--- src/rtl/rotate_right_if.sv ---
// rotate_right_if: request/result bundle between the ALU issue logic and the shift/rotate lane.
// Latency: n/a (wiring only); carries the request sampled on en and the registered result.
// Backpressure: none; the master drives requests, the slave returns out/out_valid one cycle later.

interface rotate_right_if #(
   parameter int WIDTH   = 32,
   parameter int SHAMT_W = 5
);

   logic               en;
   logic [1:0]         op;
   logic [WIDTH-1:0]   source_1;
   logic [SHAMT_W-1:0] number_bits;
   logic [WIDTH-1:0]   out;
   logic               out_valid;

   // Issue side: drives the request, observes the result
   modport master (
      output en,
      output op,
      output source_1,
      output number_bits,
      input  out,
      input  out_valid
   );

   // Execution side: the shift/rotate unit itself
   modport slave (
      input  en,
      input  op,
      input  source_1,
      input  number_bits,
      output out,
      output out_valid
   );

endinterface

--- src/rtl/rotate_right.sv ---
// rotate_right: registered 32-bit shift-left / shift-right / rotate-right lane; SHIFT_ARITH_EN makes op 2'b11 an arithmetic right shift.
// Latency: 1 cycle from en to out/out_valid; one operation per cycle, back-to-back supported.
// Backpressure: none; every accepted en produces a one-cycle out_valid pulse, reset drops a coincident request.

module rotate_right #(
   parameter int WIDTH   = 32,
   parameter int SHAMT_W = 5
) (
   input  logic          clk,
   input  logic          reset,
   rotate_right_if.slave bus
);

   localparam logic [1:0] OP_SLL = 2'b00;
   localparam logic [1:0] OP_SRL = 2'b01;
   localparam logic [1:0] OP_ROR = 2'b10;
   localparam logic [1:0] OP_ALT = 2'b11;

   logic [WIDTH-1:0] barrel_res;
   logic [WIDTH-1:0] out_d;
   logic [WIDTH-1:0] out_q;
   logic             out_valid_d;
   logic             out_valid_q;

   // One barrel stage: move v by the constant distance k according to op.
   // The arithmetic fill reads v's own MSB, which every earlier stage has
   // preserved, so it always equals the original operand's sign bit.
   function automatic logic [WIDTH-1:0] stage_shift(
      input logic [1:0]       op,
      input logic [WIDTH-1:0] v,
      input int               k
   );
      logic [WIDTH-1:0] r;
      r = v;
      case (op)
         OP_SLL: r = v << k;
         OP_SRL: r = v >> k;
         OP_ROR: r = (v >> k) | (v << (WIDTH - k));
`ifdef SHIFT_ARITH_EN
         OP_ALT: r = (v >> k) | ({WIDTH{v[WIDTH-1]}} << (WIDTH - k));
`else
         // Without the arithmetic option op 2'b11 is a plain pass-through
         OP_ALT: r = v;
`endif
      endcase
      return r;
   endfunction

   // Logarithmic barrel: stage i moves by 2**i when amount bit i is set.
   // The amount port is exactly SHAMT_W bits, so wider values arrive
   // already truncated and need no saturation here.
   always_comb begin
      barrel_res = bus.source_1;
      for (int i = 0; i < SHAMT_W; i++) begin
         if (bus.number_bits[i]) begin
            barrel_res = stage_shift(bus.op, barrel_res, 1 << i);
         end
      end
   end

   // Next state: capture a new result on en, otherwise hold the last one
   always_comb begin
      out_d       = out_q;
      out_valid_d = 1'b0;
      if (bus.en) begin
         out_d       = barrel_res;
         out_valid_d = 1'b1;
      end
   end

   // Result register; reset wins over a simultaneous request
   always_ff @(posedge clk) begin
      if (reset) begin
         out_q       <= '0;
         out_valid_q <= 1'b0;
      end else begin
         out_q       <= out_d;
         out_valid_q <= out_valid_d;
      end
   end

   assign bus.out       = out_q;
   assign bus.out_valid = out_valid_q;

endmodule

--- src/flat_wrapper.sv ---
// flat-port wrapper written by rule: the top's interface ports become plain ports
module rotate_right_flat 
#(
   parameter int WIDTH   = 32,
   parameter int SHAMT_W = 5
)
  (clk, reset, bus_en, bus_op, bus_source_1, bus_number_bits, bus_out, bus_out_valid);
  rotate_right_if #(.WIDTH(WIDTH), .SHAMT_W(SHAMT_W)) bus_i ();
  input  logic clk;
  input  logic reset;
  input wire logic [$bits(bus_i.en)-1:0] bus_en;
  input wire logic [$bits(bus_i.op)-1:0] bus_op;
  input wire logic [$bits(bus_i.source_1)-1:0] bus_source_1;
  input wire logic [$bits(bus_i.number_bits)-1:0] bus_number_bits;
  output wire logic [$bits(bus_i.out)-1:0] bus_out;
  output wire logic [$bits(bus_i.out_valid)-1:0] bus_out_valid;
  assign bus_i.en = bus_en;
  assign bus_i.op = bus_op;
  assign bus_i.source_1 = bus_source_1;
  assign bus_i.number_bits = bus_number_bits;
  assign bus_out = bus_i.out;
  assign bus_out_valid = bus_i.out_valid;
  rotate_right #(.WIDTH(WIDTH), .SHAMT_W(SHAMT_W)) u_core (.clk(clk), .reset(reset), .bus(bus_i));
endmodule
--- config.mk ---
export PLATFORM = sky130hd
export DESIGN_NAME = rotate_right_flat
export DESIGN_NICKNAME = d
export VERILOG_FILES = /design/src/rtl/rotate_right_if.sv /design/src/rtl/rotate_right.sv /design/src/flat_wrapper.sv
export SDC_FILE = /design/constraint.sdc
export NUM_CORES = 1
export LEC_CHECK = 0
export CORE_MARGIN = 2
export CORE_UTILIZATION = 54
export CTS_CLUSTER_DIAMETER = 50
export DETAILED_ROUTE_END_ITERATION = 8
export GPL_TIMING_DRIVEN = 1
export PLACE_DENSITY_LB_ADDON = 0.3
export SYNTH_ARGS = -nofsm -noshare
export SYNTH_HDL_FRONTEND = slang
export SYNTH_SLANG_ARGS = --single-unit
--- constraint.sdc ---
create_clock -name clk -period 2.6 [get_ports clk]
set_input_delay 0.52 -clock clk [delete_from_list [all_inputs] [get_ports clk]]
set_output_delay 0.52 -clock clk [all_outputs]
set_load 0.02 [all_outputs]
==> results of run 1 <==
==> kinds of logic after synthesis <==
group | Yosys count
compound gates | 438
xor+xnor | 2
flops | 33
mux | 52
buf+inv | 129
simple gates | 408
==> timing repair <==
item	4_1_cts
pin swaps	62
hold buffers	0
setup endpoints to repair	32
gates resized for setup	227
cloned	6
buffers inserted	29
==> per-layer routing <==
layer  GRT overflow  global-route usage
met4             81              0.8884
met5              1              0.5074
met2            162              0.9964
met1             12              0.8738
met3             12              0.7826
==> metrics by stage <==
step | hold WS (ns) | instances | setup TNS (ns) | util | setup WS, ns
CTS | 0.4373 | 1600 | -1.690 | 0.8976 | -0.1224
detailed placement | 0.4334 | 1558 | -21.47 | 0.7951 | -0.9743
global placement | 0.4274 | 1558 | -19.21 | 0.7951 | -0.8494
floorplan | 0.5169 | 1062 | 0 | - | 0.001520
==> results.cfg, run 1 <==
[run_status]
status = stopped before the end
stop_stage = 5_1_grt
stop_error = [ERROR GRT-0116] Global routing finished with congestion. Check the congestion regions in the DRC Viewer.

[grt]
track_usage = 0.8809
grt_pass1_wl_um = 97350
grt_pass1_vias = 15420
grt_start_max_net_pins = 38
overflow = 268

[yosys]
synth-seq-cells = 33
synth_common_cells = nand2_1 (122), nor2_1 (112), o21ai_0 (66)
synth_top_family_by_area = compound AO/OA/AOI/OAI gates
yosysTopAreaCellShare = 0.09221
yosys_most_used_dff = dfxtp_1
synth_compound_area_frac = 0.4494
async_flop_share = 0
synth_adder_area_share = 0
ys_warn_count = 0
syn-mean-instance-area_um2 = 6.746
post-synth-top-area-cell = dfxtp_1
muxShareOfSynthArea = 0.08348
synth_edf_count = 0
syn-instance-count = 1062
synth_nets = 1104
synth.most_common_cell = nand2_1
ys_top_cells_by_area = dfxtp_1 (9.2%), nand2_1 (6.4%), nor2_1 (5.9%)
ys_types = 99
synthXorXnorAreaFrac = 0.002445
synth-simple-area-share = 0.2758
synth_area_um2 = 7164
seq_area_frac_synth = 0.09221

[placement]
place_congestion = 1.273
hpwl_um = 30370
placed_cell_area_um2 = 10400
portBuffers = 74

[die]
start_util = 0.5475
rows = 42
io_pins = 75
die-height_um = 119.2
fp.dieW_um = 119.2

[clock_tree]
htree_levels = 2
numCtsBuffers = 5
cts_max_path_buffers = 2
clkSinkCount = 33
root_buffer = clkbuf_16
==> inputs of run 2 (changes only) <==
CORE_UTILIZATION = 40   (was 54)
CTS_CLUSTER_DIAMETER = unset   (was 50)
PLACE_DENSITY_LB_ADDON = 0.15   (was 0.3)
clock period = 3.4 ns   (was 2.6 ns; I/O delays follow)
==> results.cfg, run 2 <==
[clock_tree]
clkSinkCount = 33
clk_pin_slew_worst_paths_ns = 0.05
numCtsBuffers = 5
root_buffer = clkbuf_16
clk-insertion-delay-late_ns = 0.28
tritoncts = built
htree_levels = 2
cts_max_path_buffers = 2

[sta]
post-route-period-util = 0.9694
rsz0062_at_grt = false
period_needed_ns = 3.296
setup_violations = 0
clock_skew_ns = 0
worst_pin_slew_ns = 1.154
clock.fmax_mhz = 303.4
final-max-slew-violation-count = 0
fin_setup_tns_ns = 0
hold_viol = 0
relSlewSlack = 0.2276

[job]
drv_cap = 0

[die]
dieArea_um2 = 19000
rows = 48
fp.dieW_um = 137.8
start_util = 0.4114
core_region_area_um2 = 17420
die-height_um = 137.8
io_pins = 75

[finish]
nNetsFinal = 1398
final_common_cell = buf_4
final_cell_mix = buf_4 (319), nand2_1 (122), nor2_1 (112)
drive_above_1_share = 0.2867
largest_reg_flops = 32
area_delta_synth_final_pct = 44.39
final_core_util = 0.5940

[yosys]
syn-instance-count = 1062
syn-mean-instance-area_um2 = 6.746
synth_nets = 1104
synth_edf_count = 0
post-synth-top-area-cell = dfxtp_1
async_flop_share = 0
synthXorXnorAreaFrac = 0.002445
synth_area_um2 = 7164
ys_types = 99
ys_warn_count = 0
synth-seq-cells = 33
synth_top_family_by_area = compound AO/OA/AOI/OAI gates
ys_top_cells_by_area = dfxtp_1 (9.2%), nand2_1 (6.4%), nor2_1 (5.9%)
synth_common_cells = nand2_1 (122), nor2_1 (112), o21ai_0 (66)
seq_area_frac_synth = 0.09221
muxShareOfSynthArea = 0.08348
synth-simple-area-share = 0.2758
yosysTopAreaCellShare = 0.09221
synth_compound_area_frac = 0.4494
synth_adder_area_share = 0
yosys_most_used_dff = dfxtp_1
synth.most_common_cell = nand2_1

[grt]
grt_start_max_net_pins = 44
grt_pass1_wl_um = 62980
track_usage = 0.4480
grt_pass1_vias = 10150
overflow = 0
antenna_found_initial = 1

[critical_path]
r2r_end = u_core.bus.out[16]$_SDFFE_PP0P_
timing.rr.start = u_core.bus.out[16]$_SDFFE_PP0P_
path_max_fanout = 8
path_cells = buf_4 -> and2b_1 -> buf_4 -> a22o_1 -> a21oi_1 -> buf_4 -> o2111a_1 -> o21ai_0 -> a222oi_1 -> nor2_1 -> a221o_1
crit_buf_inv = 3
critPathTopFamily = compound AO/OA/AOI/OAI gates
reg2regPathDepth = 4
crit_path_end_kind = flop
worst-r2r-setup-slack_ns = 2.28
worst_setup_path_start_kind = input pin
worstPathArrival_ns = 3.47
crit_required_ns = 3.57
path_class = in -> reg
slowest_stage = a21oi_1
cpMostUsedCell = buf_4
critPathMaxStageDelay_ns = 0.39

[placement]
portBuffers = 74
place_congestion = 1.089
hpwl_um = 34090

[hold_path]
hold_start = u_core.bus.out[22]$_SDFFE_PP0P_
holdPathStages = 2
hold_end = u_core.bus.out[22]$_SDFFE_PP0P_
hold_class = reg -> reg

[drt]
drt_iter0_drc = 1771
ant_nets = 0
wl_per_cell_um = 26.90
drt_drc_violations_left = 0
routed_wl_um = 42590
first_pass_iters = 7
vias_per_cell = 6.803
via_count = 10770

[power_and_ir_drop]
p_leak_nw = 4.353
power_density_nw_per_um2 = 269.6
ir_drop_uv = 240.9

[run_status]
status = finished clean
==> run 2: stage by stage <==
step / instances / setup WS [ns] / power [mW] / cell area (um2) / hold slack (ns)
2_1_floorplan: 1062 / 0.5272 / 1.301 / 7164 / 0.5169
3_3_place_gp: 1573 / -0.2964 / 2.171 / 10140 / 0.4299
3_5_place_dp: 1573 / -0.2275 / 2.173 / 10140 / 0.4452
4_1_cts: 1581 / 0.04593 / 2.711 / 10310 / 0.4517
5_1_grt: 1582 / 0.0002542 / 2.881 / 10340 / 0.4650
6_report: 1583 / 0.1039 / 2.789 / 10340 / 0.4487
==> run 2: repair_timing <==
item,CTS,global route
buffers inserted,0,1
hold buffers,0,0
setup endpoints to repair,0,15
gates resized for setup,0,7
==> run 2: area by class of cell <==
type	instances	area, um2
diodes	1	2.502
clock inverters	1	30.03
repair buffers	404	3353
inverters	12	48.80
fillers	1747	7072
flip-flops and latches	33	660.6
multi-input cells	900	5826
clock buffers	7	142.6
well taps	225	281.5
==> run 2: power by group <==
| group | leakage, nW | total (mW) | internal [mW] | switching, mW |
|---|---|---|---|---|
| clock | 0.0841 | 0.539 | 0.366 | 0.173 |
| combinational | 4.00 | 1.81 | 0.776 | 1.03 |
| sequential | 0.272 | 0.441 | 0.422 | 0.0192 |
==> run 2: cell families after synthesis <==
kind of cell	count (synthesis)
mux	52
xor+xnor	2
buf+inv	129
flops	33
simple gates	408
compound gates	438
==> run 2: how the worst max path moves through the flow <==
stage | start | to | cells after the start | slack (ns)
after global placement | bus_op[0] | u_core.bus.out[25]$_SDFFE_PP0P_ | 12 | -0.30
after global routing | bus_op[0] | u_core.bus.out[26]$_SDFFE_PP0P_ | 15 | 0.0003
after detailed placement | bus_source_1[21] | u_core.bus.out[26]$_SDFFE_PP0P_ | 13 | -0.23
final | bus_op[1] | u_core.bus.out[11]$_SDFFE_PP0P_ | 11 | 0.10
after floorplan | bus_number_bits[0] | u_core.bus.out[24]$_SDFFE_PP0P_ | 11 | 0.53
after CTS | bus_source_1[21] | u_core.bus.out[26]$_SDFFE_PP0P_ | 13 | 0.05
==> run 2: worst reg2reg max path, delay by kind of cell (launching register included) <==
family / cells / cell delay, ns
AO/OA/AOI/OAI: 3 / 0.68
flip-flops: 1 / 0.33
AND/OR/NAND/NOR: 1 / 0.06
==> run 2: per-layer routing <==
layer | vias to the layer above | share of wire | global-route usage
met5 | - | 0 | 0
met4 | 0 | 0.062 | 0.2160
met3 | 190 | 0.12 | 0.1266
met2 | 852 | 0.42 | 0.6821
met1 | 5024 | 0.40 | 0.5802
li1 | 4703 | - | -
No activity file was read; power rests on OpenSTA's default activity.
==> RTL edit 1: new RTL, settings of run 2 <==
The option `SHIFT_ARITH_EN` is turned on by a define.
--- a/src/rtl/rotate_right.sv
+++ b/src/rtl/rotate_right.sv
@@ -1,6 +1,8 @@
 // rotate_right: registered 32-bit shift-left / shift-right / rotate-right lane; SHIFT_ARITH_EN makes op 2'b11 an arithmetic right shift.
 // Latency: 1 cycle from en to out/out_valid; one operation per cycle, back-to-back supported.
 // Backpressure: none; every accepted en produces a one-cycle out_valid pulse, reset drops a coincident request.
+
+`define SHIFT_ARITH_EN
 
 module rotate_right #(
    parameter int WIDTH   = 32,
Formal check against the unedited RTL: not equivalent (Yosys sat finds a counterexample within 4 cycles, from zero or initial values and one cycle with reset high).
==> RTL edit 1 against run 2 <==
Area after synthesis fell by 19%. Die area decreased by 19%. Routed wire length down 28%. Fmax rose by 3.2%. Via count down 24%. Design area down 27%. Register-to-register slack is essentially flat. Worst setup slack better by 100 ps. Sequential cell count unchanged. Synthesized cell count down 22%. Power is 24% lower. First-iteration DRC count fell by 18%. Highest routed layer is now met5.
==> RTL edit 1: results (changes against run 2) <==
Run status
  – Status: completed

Synthesis
  – Register area share after synthesis: 11.43% (+2.2 points)
  – Ranking of synthesized cells by area: dfxtp_1 (11%), a21oi_1 (6.4%), nor2_1 (6.4%)
  – Synth Flop Type: dfxtp_1
  – Synth cell count leaders: nor2_1 (98), a21oi_1 (74), o21ai_0 (60)
  – Netlist cell types: 81 (-18%)
  – Synth warnings: 0 (unchanged)
  – Syn_nets: 873 (-21%)

Setup path
  – CP max stage cell: clkdlybuf4s50_1
  – Critical Path Fanout Max: 4 (-4)
  – Crit path DAT: 3370 ps (-100 ps)
  – Crit-path max cell delay: 500 ps (+110 ps)
  – CP top delay family: compound AO/OA/AOI/OAI gates

Cells and area
  – Layout cell share with drive strength beyond 1: 21.39% (-7.3 points)
  – Inserted Diodes: 0 (-1)
  – Nets: 1004 (-28%)
  – Fill cell total of the finished layout: 1422 (-19%)

CTS
  – CTS clk-pin slew, worst paths: 60 ps
  – H-tree level count: 2 (unchanged)
  – Worst skew pair latency: 280 ps (about the same)

Placement
  – DP Wirelength: 23740 µm (-30%)
  – Gpl congestion: 1.099 (+0.87%)
  – Dpl ws: -33.99 ps (+193.5 ps)

Pwr
  – Max IR drop VDD: 0.1829 mV (-24%)
  – Reported leakage power: 2.848 nW (-35%)

Drt
  – WL per Instance: 26.72 µm (-0.67%)
  – First-pass DRT Iterations: 9 (+2)
  – Vias per inst: 7.198 (+5.8%)
  – Initial DRC count: 1455 (-18%)

Global routing
  – Number of global-route vias before repair: 7685 (-24%)
  – Largest net degree at the start of global routing: 70 (+59%)
  – All-layer global routing usage: 37.82% (-7.0 points)
  – First-pass GRT wire length: 46440 µm (-26%)
  – Antenna violations before repair: 1 (unchanged)

Hold path
  – Worst hold path class: reg2reg

Timing
  – Tightest Pin Transition: 912.6 ps (-241.7 ps)
## RTL edit 1: cells by family after synthesis
| kind of cell | Yosys count | synth area share (%) |
|---|---|---|
| AOI/OAI and AO/OA | 371 | 46.53 |
| buffers and inverters | 98 | 8.075 |
| muxes | 41 | 8.617 |
| and+or+nand+nor | 288 | 25.35 |
| DFF | 33 | 11.43 |
## RTL edit 1: cell type report
| class | instances | share of cell area [%] |
|---|---|---|
| sequential | 33 | 8.722 |
| tap | 180 | 2.973 |
| multi-input combinational | 700 | 61.48 |
| clock buffer | 5 | 1.652 |
| clock inverter | 3 | 0.2313 |
| timing repair buffer | 208 | 24.25 |
| inverter | 14 | 0.6938 |
## RTL edit 1: layer usage
metal	GRT usage, %	vias to the layer above	share of wire, %
li1	-	3529	-
met1	50.67	3889	39
met2	57.47	678	44
met3	10.07	129	12
met4	15.40	2	4.6
met5	0	-	0.043
## RTL edit 1: path summary, 6_finish.rpt
check,cells after the start,end,slack (ps),start
worst max-delay path,8,u_core.bus.out[31],210,bus_source_1[2]
worst min-delay path,2,u_core.bus.out[23],460,u_core.bus.out[23]
worst max register to register,2,u_core.bus.out[19],2280,u_core.bus.out[19]
worst min register to register,2,u_core.bus.out[23],460,u_core.bus.out[23]
## RTL edit 1: report_power, final
group          switching, mW  total, mW  internal, mW
Sequential            0.0203      0.441         0.420
Clock                  0.173      0.442         0.268
Combinational          0.743       1.24         0.499
## RTL edit 1: worst min-delay path: cells and delay by family (launching register included)
family             cells  cell delay (ps)
DFF                    1              320
AOI/OAI and AO/OA      1               50
and+or+nand+nor        1               50
## RTL edit 1: metrics by stage
step | instances | instance area [µm²]
6_report | 1143 | 7575
5_1_grt | 1143 | 7575
4_1_cts | 1143 | 7575
3_5_place_dp | 1135 | 7432
3_3_place_gp | 1135 | 7432
2_1_floorplan | 831 | 5779
==> RTL edit 2: new RTL, settings of run 2 <==
Made on the original files. Reset style: asynchronous (`reset`), changed in one clocked block.
--- a/src/rtl/rotate_right.sv
+++ b/src/rtl/rotate_right.sv
@@ -69,7 +69,7 @@
    end
 
    // Result register; reset wins over a simultaneous request
-   always_ff @(posedge clk) begin
+   always_ff @(posedge clk or posedge reset) begin
       if (reset) begin
          out_q       <= '0;
          out_valid_q <= 1'b0;
Check against the original RTL: differs if reset is asserted again (counterexample within 4 cycles, from zero or initial values and one cycle with reset high); with reset held inactive, the same outputs for 4 cycles.
==> RTL edit 2 against run 2 <==
Sequential power grew 12%. Design area shrank 3.0%. Sequential cell count is the same. Count of clock-buffer cells in the layout shrank 2. Critical path type unchanged. Power grew 0.64%. Area after synthesis grew 5.9%. Worst setup slack lost 5.7 ps. Routed wire length grew 2.3%.
==> RTL edit 2: results (changes against run 2) <==
Drt
  – Initial DRC count: 1534 (-13%)
  – WL per Instance: 28.38 µm (+5.5%)
  – Post-route antenna net violation count: 0 (unchanged)
  – Vias after detailed routing: 10810 (+0.41%)
  – Final WL: 43560 µm (+2.3%)
  – First-pass DRT Iterations: 6 (-1)

Synthesis
  – Syn avg cell area: 6.948 µm² (+3.0%)
  – Netlist cell types: 102 (+3.0%)
  – Post-synthesis mux area share: 5.739% (-2.6 points)
  – Ranking of synthesized cells by area: dfrtp_1 (11%), nand2_1 (5.6%), o21ai_0 (5.4%)
  – Synth Flop Type: dfrtp_1
  – Register area share after synthesis: 10.88% (+1.7 points)
  – Post-synthesis compound-gate area fraction: 46.31% (+1.4 points)
  – Adder-cell share of the synthesized area: 0% (unchanged)
  – Ys async rst share: 100.0% (+100 points)
  – Synth warnings: 0 (unchanged)
  – Largest family of logic cells by synthesized area: compound AO/OA/AOI/OAI gates
  – Synth cell count leaders: nand2_1 (114), o21ai_0 (82), a21oi_1 (81)
  – XOR/XNOR share of the synthesized area: 0.4288% (+0.18 points)

CTS
  – H-tree level count: 2 (unchanged)
  – Postcts setup bufs: 0 (unchanged)
  – CTS clk-pin slew, worst paths: 50 ps (about the same)
  – TritonCTS buffer count: 5 (unchanged)
  – Post-CTS sizing: 0 (unchanged)
  – Worst skew pair latency: 280 ps (about the same)
  – Clock tree buffer depth: 2 (unchanged)
  – Root Buffer: clkbuf_16

Setup path
  – CP max stage cell: o311ai_0
  – Critical Path Fanout Max: 6 (-2)
  – Crit path DAT: 3440 ps (-30 ps)
  – Crit-path max cell delay: 660 ps (+270 ps)
  – CP top delay family: compound AO/OA/AOI/OAI gates

Cells and area
  – Inserted Diodes: 0 (-1)
  – Max FFs per register: 32 (unchanged)
  – Fill cell total of the finished layout: 1889 (+8.1%)
  – Nets: 1342 (-4.0%)
  – Layout cell share with drive strength beyond 1: 24.37% (-4.3 points)

Global routing
  – Largest net degree at the start of global routing: 48 (+9.1%)
  – Number of global-route vias before repair: 10100 (-0.50%)
  – Antenna violations before repair: 0 (-1)
  – First-pass GRT wire length: 64900 µm (+3.1%)
  – All-layer global routing usage: 42.62% (-2.2 points)

Job
  – Max_cap viols: 0 (unchanged)

Hold path
  – Worst hold path class: reg2reg

Placement
  – DP Cell Count: 1527 (-2.9%)
  – Buffers added on ports: 74 (unchanged)
  – Gpl congestion: 1.086 (-0.32%)
  – DP Wirelength: 34570 µm (+1.4%)

Timing
  – Worst Clk Skew: 0 ps (unchanged)
  – Rel. slew slack: 52.51% (+30 points)

Run status
  – Status: completed

Pwr
  – Reported leakage power: 4.031 nW (-7.4%)
  – Max IR drop VDD: 0.2290 mV (-5.0%)
-- RTL edit 2: layout make-up --
class,instances,area share [%]
inverter,29,1.084
tap,234,2.917
multi-input combinational,915,59.49
clock inverter,3,0.1745
timing repair buffer,316,26.86
clock buffer,5,1.246
sequential,33,8.226
-- RTL edit 2: power breakdown --
part	total (mW)	switching, mW	internal, mW
logic	1.86	1.10	0.757
registers	0.496	0.0376	0.458
clock network	0.454	0.185	0.269
total	2.81	1.32	1.48
-- RTL edit 2: routing by layer --
layer  global-route usage, %  wire [µm]  vias to the layer above
met1                   56.86      17330                     5152
met5                       0          0                        -
met4                   19.63       2410                        0
li1                        -          -                     4694
met2                   65.59      18880                      801
met3                   9.450       4935                      166
-- RTL edit 2: through the flow --
| stage | hold WS (ps) | worst slack, ps | cell area (µm²) |
|---|---|---|---|
| 6_report | 498.9 | 98.20 | 10040 |
| 5_1_grt | 514.4 | 4.048 | 10040 |
| 4_1_cts | 502.4 | 239.6 | 10040 |
| 3_5_place_dp | 485.5 | -17.59 | 9896 |
| 3_3_place_gp | 480.3 | -15.62 | 9896 |
| 2_1_floorplan | 601.3 | 688.7 | 7587 |
-- RTL edit 2: path summary, 6_finish.rpt --
| path | from | end | slack, ps | cells past startpoint |
|---|---|---|---|---|
| max | bus_source_1[9] | u_core.bus.out[4] | 100 | 10 |
| min | u_core.bus.out[29] | u_core.bus.out[29] | 500 | 2 |
| max reg2reg | u_core.bus.out[9] | u_core.bus.out[9] | 2380 | 4 |
| min reg2reg | u_core.bus.out[29] | u_core.bus.out[29] | 500 | 2 |
| max in group asynchronous | reset | u_core.bus.out[30] | 2300 | 3 |
| min in group asynchronous | reset | u_core.bus.out[23] | 790 | 3 |
